$ cat src/rtl/reg_alu_pipe_if.sv
// rtl/reg_alu_pipe_if.sv - operation, result and external-write bus for reg_alu_pipe
interface reg_alu_pipe_if #(
    parameter int DATA_WIDTH    = 32,
    parameter int REG_NUM_WIDTH = 5,
    parameter int CNT_WIDTH     = 16
);
    logic                     in_valid;
    logic                     in_ready;
    logic [REG_NUM_WIDTH-1:0] rd_num_a;
    logic [REG_NUM_WIDTH-1:0] rd_num_b;
    logic [1:0]               op;
    logic [REG_NUM_WIDTH-1:0] dst_num;
    logic                     wb_en;
    logic                     out_valid;
    logic                     out_ready;
    logic [DATA_WIDTH-1:0]    out_data;
    logic                     out_carry;
    logic                     out_zero;
    logic                     ext_wr_en;
    logic [REG_NUM_WIDTH-1:0] ext_wr_num;
    logic [DATA_WIDTH-1:0]    ext_wr_data;
    logic [CNT_WIDTH-1:0]     retired_cnt;

    modport master (
        output in_valid, rd_num_a, rd_num_b, op, dst_num, wb_en,
        output out_ready, ext_wr_en, ext_wr_num, ext_wr_data,
        input  in_ready, out_valid, out_data, out_carry, out_zero, retired_cnt
    );

    modport slave (
        input  in_valid, rd_num_a, rd_num_b, op, dst_num, wb_en,
        input  out_ready, ext_wr_en, ext_wr_num, ext_wr_data,
        output in_ready, out_valid, out_data, out_carry, out_zero, retired_cnt
    );
endinterface

$ cat src/rtl/reg_alu_pipe.sv
// rtl/reg_alu_pipe.sv - register file fused with a registered ALU stage, forwarding and writeback
module reg_alu_pipe #(
    parameter int DATA_WIDTH    = 32,
    parameter int REG_NUM       = 32,
    parameter int REG_NUM_WIDTH = $clog2(REG_NUM),
    parameter int ZERO_REG      = 1,
    parameter int CNT_WIDTH     = 16
) (
    input logic           clk,
    input logic           rst_n,
    reg_alu_pipe_if.slave bus
);
    logic [DATA_WIDTH-1:0]    regFile [REG_NUM];

    logic                     outValid;
    logic [DATA_WIDTH-1:0]    outData;
    logic                     outCarry;
    logic                     outZero;
    logic [REG_NUM_WIDTH-1:0] pendDst;
    logic                     pendWb;
    logic [CNT_WIDTH-1:0]     retiredCnt;

    logic                     inReady;
    logic                     accept;
    logic                     retire;
    logic [DATA_WIDTH-1:0]    opA;
    logic [DATA_WIDTH-1:0]    opB;
    logic [DATA_WIDTH:0]      aluRes;

    assign inReady = !outValid || bus.out_ready;
    assign accept  = bus.in_valid && inReady;
    assign retire  = outValid && bus.out_ready;

    // Register 0 is hard-wired to zero when ZERO_REG is set
    function automatic logic isZeroReg(input logic [REG_NUM_WIDTH-1:0] idx);
        return (ZERO_REG != 0) && (idx == '0);
    endfunction

    // Zero register, then pending result, then same-cycle external write, then the array
    function automatic logic [DATA_WIDTH-1:0] readOperand(
        input logic [REG_NUM_WIDTH-1:0] idx,
        input logic [DATA_WIDTH-1:0]    arrVal
    );
        if (isZeroReg(idx))
            return '0;
        else if (outValid && pendWb && (pendDst == idx))
            return outData;
        else if (bus.ext_wr_en && (bus.ext_wr_num == idx))
            return bus.ext_wr_data;
        else
            return arrVal;
    endfunction

    // Operand fetch for both sources
    always_comb begin
        opA = readOperand(bus.rd_num_a, regFile[bus.rd_num_a]);
        opB = readOperand(bus.rd_num_b, regFile[bus.rd_num_b]);
    end

    // ALU: {carry, result}; SUB carry is the no-borrow flag
    always_comb begin
        aluRes = '0;
        case (bus.op)
            2'b00:   aluRes = {1'b0, opA} + {1'b0, opB};
            2'b01:   aluRes = {1'b0, opA} + {1'b0, ~opB} + {{DATA_WIDTH{1'b0}}, 1'b1};
            2'b10:   aluRes = {1'b0, opA & opB};
            default: aluRes = {1'b0, opA | opB};
        endcase
    end

    // Result register: load on accept, drain on retire, otherwise hold
    always_ff @(posedge clk or negedge rst_n) begin
        if (!rst_n) begin
            outValid <= 1'b0;
            outData  <= '0;
            outCarry <= 1'b0;
            outZero  <= 1'b0;
            pendDst  <= '0;
            pendWb   <= 1'b0;
        end else if (accept) begin
            outValid <= 1'b1;
            outData  <= aluRes[DATA_WIDTH-1:0];
            outCarry <= aluRes[DATA_WIDTH];
            outZero  <= (aluRes[DATA_WIDTH-1:0] == '0);
            pendDst  <= bus.dst_num;
            pendWb   <= bus.wb_en;
        end else if (retire) begin
            outValid <= 1'b0;
        end
    end

    // Retired-op counter, wraps naturally
    always_ff @(posedge clk or negedge rst_n) begin
        if (!rst_n)
            retiredCnt <= '0;
        else if (retire)
            retiredCnt <= retiredCnt + 1'b1;
    end

    // Array writes; pipeline writeback is issued last so it wins a same-register collision
    always_ff @(posedge clk or negedge rst_n) begin
        if (!rst_n) begin
            for (int i = 0; i < REG_NUM; i++)
                regFile[i] <= '0;
        end else begin
            if (bus.ext_wr_en && !isZeroReg(bus.ext_wr_num))
                regFile[bus.ext_wr_num] <= bus.ext_wr_data;
            if (retire && pendWb && !isZeroReg(pendDst))
                regFile[pendDst] <= outData;
        end
    end

    assign bus.in_ready    = inReady;
    assign bus.out_valid   = outValid;
    assign bus.out_data    = outData;
    assign bus.out_carry   = outCarry;
    assign bus.out_zero    = outZero;
    assign bus.retired_cnt = retiredCnt;
endmodule

$ cat src/flat_wrapper.sv
// flat-port wrapper written by rule: the top's interface ports become plain ports
module reg_alu_pipe_flat 
#(
    parameter int DATA_WIDTH    = 32,
    parameter int REG_NUM       = 32,
    parameter int REG_NUM_WIDTH = $clog2(REG_NUM),
    parameter int ZERO_REG      = 1,
    parameter int CNT_WIDTH     = 16
)
  (clk, rst_n, bus_in_valid, bus_rd_num_a, bus_rd_num_b, bus_op, bus_dst_num, bus_wb_en, bus_out_ready, bus_ext_wr_en, bus_ext_wr_num, bus_ext_wr_data, bus_in_ready, bus_out_valid, bus_out_data, bus_out_carry, bus_out_zero, bus_retired_cnt);
  reg_alu_pipe_if #(.DATA_WIDTH(DATA_WIDTH), .REG_NUM_WIDTH(REG_NUM_WIDTH), .CNT_WIDTH(CNT_WIDTH)) bus_i ();
  input logic clk;
  input logic rst_n;
  input wire logic [$bits(bus_i.in_valid)-1:0] bus_in_valid;
  input wire logic [$bits(bus_i.rd_num_a)-1:0] bus_rd_num_a;
  input wire logic [$bits(bus_i.rd_num_b)-1:0] bus_rd_num_b;
  input wire logic [$bits(bus_i.op)-1:0] bus_op;
  input wire logic [$bits(bus_i.dst_num)-1:0] bus_dst_num;
  input wire logic [$bits(bus_i.wb_en)-1:0] bus_wb_en;
  input wire logic [$bits(bus_i.out_ready)-1:0] bus_out_ready;
  input wire logic [$bits(bus_i.ext_wr_en)-1:0] bus_ext_wr_en;
  input wire logic [$bits(bus_i.ext_wr_num)-1:0] bus_ext_wr_num;
  input wire logic [$bits(bus_i.ext_wr_data)-1:0] bus_ext_wr_data;
  output wire logic [$bits(bus_i.in_ready)-1:0] bus_in_ready;
  output wire logic [$bits(bus_i.out_valid)-1:0] bus_out_valid;
  output wire logic [$bits(bus_i.out_data)-1:0] bus_out_data;
  output wire logic [$bits(bus_i.out_carry)-1:0] bus_out_carry;
  output wire logic [$bits(bus_i.out_zero)-1:0] bus_out_zero;
  output wire logic [$bits(bus_i.retired_cnt)-1:0] bus_retired_cnt;
  assign bus_i.in_valid = bus_in_valid;
  assign bus_i.rd_num_a = bus_rd_num_a;
  assign bus_i.rd_num_b = bus_rd_num_b;
  assign bus_i.op = bus_op;
  assign bus_i.dst_num = bus_dst_num;
  assign bus_i.wb_en = bus_wb_en;
  assign bus_i.out_ready = bus_out_ready;
  assign bus_i.ext_wr_en = bus_ext_wr_en;
  assign bus_i.ext_wr_num = bus_ext_wr_num;
  assign bus_i.ext_wr_data = bus_ext_wr_data;
  assign bus_in_ready = bus_i.in_ready;
  assign bus_out_valid = bus_i.out_valid;
  assign bus_out_data = bus_i.out_data;
  assign bus_out_carry = bus_i.out_carry;
  assign bus_out_zero = bus_i.out_zero;
  assign bus_retired_cnt = bus_i.retired_cnt;
  reg_alu_pipe #(.DATA_WIDTH(DATA_WIDTH), .REG_NUM(REG_NUM), .REG_NUM_WIDTH(REG_NUM_WIDTH), .ZERO_REG(ZERO_REG), .CNT_WIDTH(CNT_WIDTH)) u_core (.clk(clk), .rst_n(rst_n), .bus(bus_i));
endmodule
$ cat config.mk
export PLATFORM = sky130hd
export DESIGN_NAME = reg_alu_pipe_flat
export DESIGN_NICKNAME = d
export VERILOG_FILES = /design/src/rtl/reg_alu_pipe_if.sv /design/src/rtl/reg_alu_pipe.sv /design/src/flat_wrapper.sv
export SDC_FILE = /design/constraint.sdc
export NUM_CORES = 2
export LEC_CHECK = 0
export CORE_MARGIN = 4
export CORE_UTILIZATION = 45
export CTS_CLUSTER_SIZE = 16
export DETAILED_ROUTE_END_ITERATION = 8
export DONT_BUFFER_PORTS = 1
export REMOVE_ABC_BUFFERS = 1
export SYNTH_ARGS = -nofsm -noshare
export SYNTH_HDL_FRONTEND = slang
export SYNTH_SLANG_ARGS = --single-unit
$ cat constraint.sdc
create_clock -name clk -period 5.91 [get_ports clk]
set_input_delay 0.8865 -clock clk [delete_from_list [all_inputs] [get_ports clk]]
set_output_delay 0.8865 -clock clk [all_outputs]
set_load 0.01 [all_outputs]
# After elaboration in Yosys (flattened, before gate mapping)

Cells that the tools add are included.

Memories: 0
Input port bits: 60
RAM bits: 0
Bits in latches: 0
Register bits after elaboration: 1081
ROM bits: 0
Word-level logic and storage cells: 108

Reduce and logical (&&, ||, !) cells: 23
Muxes and demuxes: 23
Order comparisons: 6
Equal/unequal tests: 6
Shift operators: 0
Add/sub/neg operators: 4
Div/mod/pow operators: 0
Bitwise operators: 7
Multipliers: 0

Operators with widths:

| kind                  | count |
|---|---|
| $bwmux 1024           | 2 |
| $mux 1024             | 2 |
| $mux 32               | 12 |
| $bmux 32 s5           | 2 |
| $demux 32 s5          | 2 |
| $pmux 33 s3           | 1 |
| $add 32x32->33        | 2 |
| $add 33x1->33 const B | 1 |
| $and 32x32->32        | 1 |
| $logic_not 32->1      | 1 |
| $not 32->32           | 1 |
| $or 32x32->32         | 1 |
| $ge 6x6->1 const B    | 4 |
| $not 5->6             | 4 |
| $eq 5x5->1            | 4 |
| $logic_not 5->1       | 4 |
| $add 16x1->16 const B | 1 |
| $logic_and 1x1->1     | 12 |
| $lt 6x1->1 const B    | 2 |
| $logic_not 1->1       | 3 |
| $eq 2x1->1 const B    | 1 |
| $eq 2x2->1 const B    | 1 |
| $logic_not 2->1       | 1 |
| $mux 1                | 2 |
| other kinds (2)       | 2 |

# Longest topological paths before layout

Depth in word-level cells: 12
Mapped depth: 25
Mapped depth without buffers: 21

# Worst setup path after synthesis

OpenSTA, ideal clock, no wires.

Kind: input -> register
Start: in bus_rd_num_a[0]
End: reg u_core.outZero (netlist: u_core.bus.out_zero)
Data required time: 5.844 ns
Cell stages on the path: 23
Arrival: 5.806 ns
Path slack: 0.038 ns
Path buffers: 2
Cell sequence: clkbuf_1 -> buf_1 -> mux4_2 -> mux4_2 -> mux2i_1 -> nand2_1 -> o21ai_0 -> o21ai_0 -> nand2_1 -> inv_1 -> ha_1 -> fa_1 -> a21oi_1 -> nor2_1 -> nor2_1 -> nor3_1 -> a2111oi_2 -> o211ai_1 -> or4_1 -> nor4b_1 -> and4bb_1 -> nand4_1 -> nand2_1

Word-level cells in the longest chain between the ends: 11

RTL lines:

| item                                       | RTL line           | text |
|---|---|---|
| start: declaration                         | flat_wrapper.sv:15 | `input wire logic [$bits(bus_i.rd_num_a)-1:0] bus_rd_num_a;` |
| $not 5->6 (not written as such)            | reg_alu_pipe.sv:56 | `opA = readOperand(bus.rd_num_a, regFile[bus.rd_num_a]);` |
| $bmux 32 s5                                | reg_alu_pipe.sv:56 |  |
| $mux 32 (not written as such) (2 in a row) | reg_alu_pipe.sv:56 |  |
| $mux 32                                    | reg_alu_pipe.sv:48 | `else if (bus.ext_wr_en && (bus.ext_wr_num == idx))` |
| $mux 32                                    | reg_alu_pipe.sv:46 | `else if (outValid && pendWb && (pendDst == idx))` |
| $mux 32 (*)                                | reg_alu_pipe.sv:44 | `if (isZeroReg(idx))` |
| $add 32x32->33                             | reg_alu_pipe.sv:65 | `2'b01: aluRes = {1'b0, opA} + {1'b0, ~opB} + {{DATA_WIDTH{1'b0}}, 1'b1};` |
| $add 33x1->33                              | reg_alu_pipe.sv:65 |  |
| $pmux 33 s3 (*)                            | reg_alu_pipe.sv:63 | `case (bus.op)` |
| $logic_not 32->1 (*)                       | reg_alu_pipe.sv:84 | `outZero <= (aluRes[DATA_WIDTH-1:0] == '0);` |
| end signal: assignment                     | reg_alu_pipe.sv:84 |  |
| end: declaration                           | reg_alu_pipe.sv:18 | `logic outZero;` |

Mark *: on every way between the ends. The rest lies on a longest branch, timed or not. The select of a mux whose other input is x is not followed.
A chain may end at the register's enable or synchronous reset.

# Worst setup path after layout

Start: in bus_rd_num_b[0]
End: reg u_core.outZero (netlist: u_core.bus.out_zero)

Word-level cells in the longest chain between the ends: 12

RTL lines:

| item                                       | RTL line           | text |
|---|---|---|
| start: declaration                         | flat_wrapper.sv:16 | `input wire logic [$bits(bus_i.rd_num_b)-1:0] bus_rd_num_b;` |
| $not 5->6 (not written as such)            | reg_alu_pipe.sv:57 | `opB = readOperand(bus.rd_num_b, regFile[bus.rd_num_b]);` |
| $bmux 32 s5                                | reg_alu_pipe.sv:57 |  |
| $mux 32 (not written as such) (2 in a row) | reg_alu_pipe.sv:57 |  |
| $mux 32                                    | reg_alu_pipe.sv:48 |  |
| $mux 32                                    | reg_alu_pipe.sv:46 |  |
| $mux 32 (*)                                | reg_alu_pipe.sv:44 |  |
| $not 32->32                                | reg_alu_pipe.sv:65 |  |
| $add 32x32->33                             | reg_alu_pipe.sv:65 |  |
| $add 33x1->33                              | reg_alu_pipe.sv:65 |  |
| $pmux 33 s3 (*)                            | reg_alu_pipe.sv:63 |  |
| $logic_not 32->1 (*)                       | reg_alu_pipe.sv:84 |  |

Marks and branches as above.

==> metrics.txt <==
# TYPE chip_impl_metric gauge
chip_impl_info{name="outcome",value="complete, no violations"} 1
chip_impl_metric{name="clock_sink_count",unit=""} 1081
chip_impl_info{name="layout.cells.most_common_list",value="1081 x dfrtp_1, 946 x mux2i_1, 823 x nand2_1"} 1
chip_impl_metric{name="number_of_placement_rows",unit=""} 146
chip_impl_metric{name="synth_compound_area_share",unit="%"} 12.16
chip_impl_metric{name="hpwl",unit="um"} 158000
chip_impl_info{name="r2r_start",value="u_core.regFile[0]"} 1
chip_impl_metric{name="area_share_of_xor_xnor_cells_in_the_synthesized_design",unit="%"} 0.6100
chip_impl_metric{name="synthDominantCellAreaShare",unit="%"} 37.68
chip_impl_metric{name="maxSlewViolCount",unit=""} 0
chip_impl_metric{name="worstPathRequired",unit="ns"} 6.64
chip_impl_metric{name="p_leak",unit="uW"} 0.03366
chip_impl_metric{name="synth_edf_count",unit=""} 0
chip_impl_info{name="cts.root.buffer_cell",value="clkbuf_16"} 1
chip_impl_metric{name="postRouteAntennaNets",unit=""} 0
chip_impl_metric{name="share_comb_of_total_power",unit="%"} 41.5
chip_impl_metric{name="crit_arrival",unit="ns"} 6.55
chip_impl_metric{name="postCtsResizedCells",unit=""} 0
chip_impl_info{name="critPathKind",value="input pin to register"} 1
chip_impl_metric{name="clock_skew",unit="ns"} 0.02901
chip_impl_metric{name="cellInternalPower",unit="uW"} 22520
chip_impl_metric{name="synth-async-reset-ratio",unit="%"} 100.0
chip_impl_metric{name="sw_frac_of_total",unit="%"} 36.80
chip_impl_metric{name="post_route_cells_drive_above_1_share",unit="%"} 19.62
chip_impl_metric{name="worst_setup_hold_path_clk_slew",unit="ns"} 0.06
chip_impl_info{name="setup.worst_path.end_class",value="register"} 1
chip_impl_metric{name="max-cap-violations",unit=""} 0
chip_impl_metric{name="post_synth_num_cell_types",unit=""} 82
chip_impl_metric{name="clock_path_buffers",unit=""} 3
chip_impl_metric{name="reg2reg_setup_slack",unit="ns"} 0.33
chip_impl_metric{name="overall_track_demand_over_capacity_in_global_routing",unit="%"} 32.37
chip_impl_metric{name="report.power.total",unit="uW"} 35630
chip_impl_info{name="top_cell_type_by_total_area_after_synthesis",value="dfrtp_1"} 1
chip_impl_metric{name="synthesis.yosys.warnings",unit=""} 0
chip_impl_metric{name="synthAdderAreaFrac",unit="%"} 1.781
chip_impl_metric{name="power.ir.vdd_worst",unit="V"} 0.0003233
chip_impl_metric{name="route.detailed.wl_per_inst",unit="um"} 31.18
chip_impl_metric{name="drt-pass1-iter-count",unit=""} 7
chip_impl_metric{name="synth-seq-area-share",unit="%"} 37.68
chip_impl_metric{name="hold_slack",unit="ns"} 0.009044
chip_impl_metric{name="p_per_area",unit="nW/um^2"} 450.6
chip_impl_metric{name="clock.fmax",unit="MHz"} 171.8
chip_impl_metric{name="global_route_wire_length_before_repair",unit="um"} 399500
chip_impl_info{name="cp-start-kind",value="input pin"} 1
chip_impl_metric{name="timing_hold_violations_final",unit=""} 0
chip_impl_metric{name="synth_area",unit="sq um"} 71790
chip_impl_metric{name="synth.area.mux_share",unit="%"} 33.62
chip_impl_metric{name="tritoncts.num_buffers",unit=""} 132
chip_impl_metric{name="multi_input_comb_area",unit="sq um"} 41710
chip_impl_metric{name="fp.dieH",unit="um"} 407.4
chip_impl_metric{name="routed-via-count",unit=""} 57826
chip_impl_metric{name="max-slew-margin-rel",unit="%"} 1.705
chip_impl_metric{name="totalNegativeSetupSlack",unit="ns"} 0
chip_impl_metric{name="grt_max_degree",unit=""} 266
chip_impl_metric{name="io_buffer_count",unit=""} 0
chip_impl_metric{name="floorplan.core_area",unit="sq um"} 158400
chip_impl_metric{name="antenna_found_initial",unit=""} 2
chip_impl_metric{name="gpl.final_weighted_congestion",unit=""} 1.025
chip_impl_info{name="cts_tree",value="built"} 1
chip_impl_metric{name="share_clk_of_total_power",unit="%"} 23.5
chip_impl_metric{name="floorplan.initialDensity",unit="%"} 45.32
chip_impl_metric{name="filler_cell_count",unit=""} 14053
chip_impl_metric{name="floorplan.die_area",unit="sq um"} 166000
chip_impl_metric{name="finalWorstPathRequiredPeriod",unit="ns"} 5.820
chip_impl_metric{name="tightest_slew",unit="ns"} 1.474
chip_impl_info{name="mostFrequentLayoutCell",value="dfrtp_1"} 1
chip_impl_metric{name="sequential_cell_area",unit="sq um"} 27050
chip_impl_metric{name="synth_seq_cells",unit=""} 1081
chip_impl_info{name="holdCritPathClass",value="input pin to async pin"} 1
chip_impl_metric{name="die_width",unit="um"} 407.4
chip_impl_metric{name="synthToLayoutAreaGrowth",unit="%"} 10.15
chip_impl_metric{name="layout_worst_path_cycle_share",unit="%"} 98.47
chip_impl_metric{name="timing.critical_path.fanout_max",unit=""} 259
chip_impl_metric{name="synthesis.area_per_instance",unit="sq um"} 10.38
chip_impl_metric{name="first_global_vias",unit=""} 56535
chip_impl_metric{name="netSwitchingPower",unit="uW"} 13110
chip_impl_info{name="worst_setup_path_startpoint",value="bus_rd_num_b[0]"} 1
chip_impl_metric{name="seq_power_share",unit="%"} 35.0
chip_impl_metric{name="htree_num_levels",unit=""} 4
chip_impl_metric{name="synth_simple_gate_area_share",unit="%"} 9.220
chip_impl_info{name="synth_top_flop_cell",value="dfrtp_1"} 1
chip_impl_metric{name="nets",unit=""} 6747
chip_impl_info{name="synth_top_family_by_area",value="multiplexers"} 1
chip_impl_info{name="rsz0062_at_grt",value="no"} 1
chip_impl_metric{name="detail_route.vias_per_cell",unit=""} 6.602
chip_impl_info{name="synth.top_cells.by_area",value="dfrtp_1 38%, mux4_2 20%, mux2i_1 13%, o21ai_0 5.2%, nand2_1 4.4%"} 1
chip_impl_metric{name="routed_wl",unit="um"} 273100
chip_impl_metric{name="detail_route.drc_violations",unit=""} 0
chip_impl_metric{name="finalSetupViolations",unit=""} 0
chip_impl_metric{name="postSynthCellCount",unit=""} 6919
chip_impl_metric{name="io_pins",unit=""} 112
chip_impl_metric{name="grt_overflow_total",unit=""} 0
chip_impl_metric{name="clk_latency",unit="ns"} 0.80
chip_impl_metric{name="dr.first_iter.drc_count",unit=""} 7052
## registers in the layout, summed over array words and instances, names as in the netlist
name and flops:
u_core.regFile 1024, u_core.bus.out_data 32, u_core.bus.retired_cnt 16, u_core.pendDst 5
u_core.bus.out_carry 1, u_core.bus.out_valid 1, u_core.bus.out_zero 1, u_core.pendWb 1
## power groups by stage
stage	sequential [uW]	clock, uW	combinational [uW]
detailed placement	12400	0	14600
global route	12800	8770	16000
floorplan	12300	0	9190
CTS	12400	8450	14700
finish	12500	8360	14800
global placement	12300	0	14400
## worst paths after layout
check | to | cells after the start
setup / recovery | u_core.bus.out_zero | 20
hold / removal | u_core.regFile[102] | 1
setup reg to reg | u_core.bus.out_zero | 20
hold reg to reg | u_core.regFile[1000] | 0
max in group asynchronous | u_core.regFile[524] | 4
min in group clk | u_core.bus.out_valid | 1
## cell type report
type	count	area share [%]
tap	2072	3.279
clock inverter	39	0.6867
clock buffer	195	4.859
timing repair buffer	349	3.712
sequential	1081	34.21
multi-input combinational	4917	52.75
inverter	105	0.4984
antenna	1	0.003165
## synth_stat cells (all sizes together), types with 24 or more instances
cell type,instances
a211oi,24
a21oi,511
a32oi,120
buf,174
clkbuf,642
dfrtp,1081
ha,99
inv,105
mux2i,946
mux4,640
nand2,844
nand3,40
nand4,24
nor2,559
nor3,40
o21ai,740
xnor2,35
## cells by family after synthesis
logic type / Yosys count
xor+xnor: 50
flops: 1081
buf+inv: 921
compound gates: 1537
mux: 1608
fa+ha+maj: 101
simple gates: 1621
## metrics by stage
step / setup slack, ns / utilization, % / cells / area, sq um
floorplan: -1.420 / - / 6103 / 68640
global placement: -0.3693 / 47.10 / 8521 / 74600
detailed placement: -0.5346 / 47.10 / 8521 / 74600
CTS: 0.3007 / 49.89 / 8756 / 79020
global route: 0.04411 / 49.93 / 8758 / 79070
finish: 0.09019 / 49.93 / 8759 / 79070
## critical path, stage by stage
cell and delay, ns:
mux4_2 0.68, mux4_2 0.52, mux2i_1 0.24, nand2_1 0.13, o21ai_0 0.08, o21ai_0 0.09
and2_1 0.20, ha_1 0.23, fa_1 0.49, o21bai_2 0.28, a211oi_1 0.13, o21bai_2 0.15
mux2i_1 0.10, a2111oi_2 0.42, o211ai_1 0.14, or4_1 0.55, nor4b_1 0.37, and4bb_1 0.35
nand4_1 0.11, nand2_1 0.08
## layer usage
metal	part of all wire [%]	up-vias	global-route usage, %	routed length (um)
met3	11	734	8.415	29870
met1	39	29087	43.58	106900
met2	45	3397	49.75	122700
met5	0	-	0	0
met4	5.0	0	13.95	13620
li1	-	24608	-	-
## repair_timing
item                                   CTS  global route
endpoints found under the hold margin  162             0
hold buffers                             1             0
setup buffers                            0             0
Note: power is estimated with default switching activity, not from simulation.
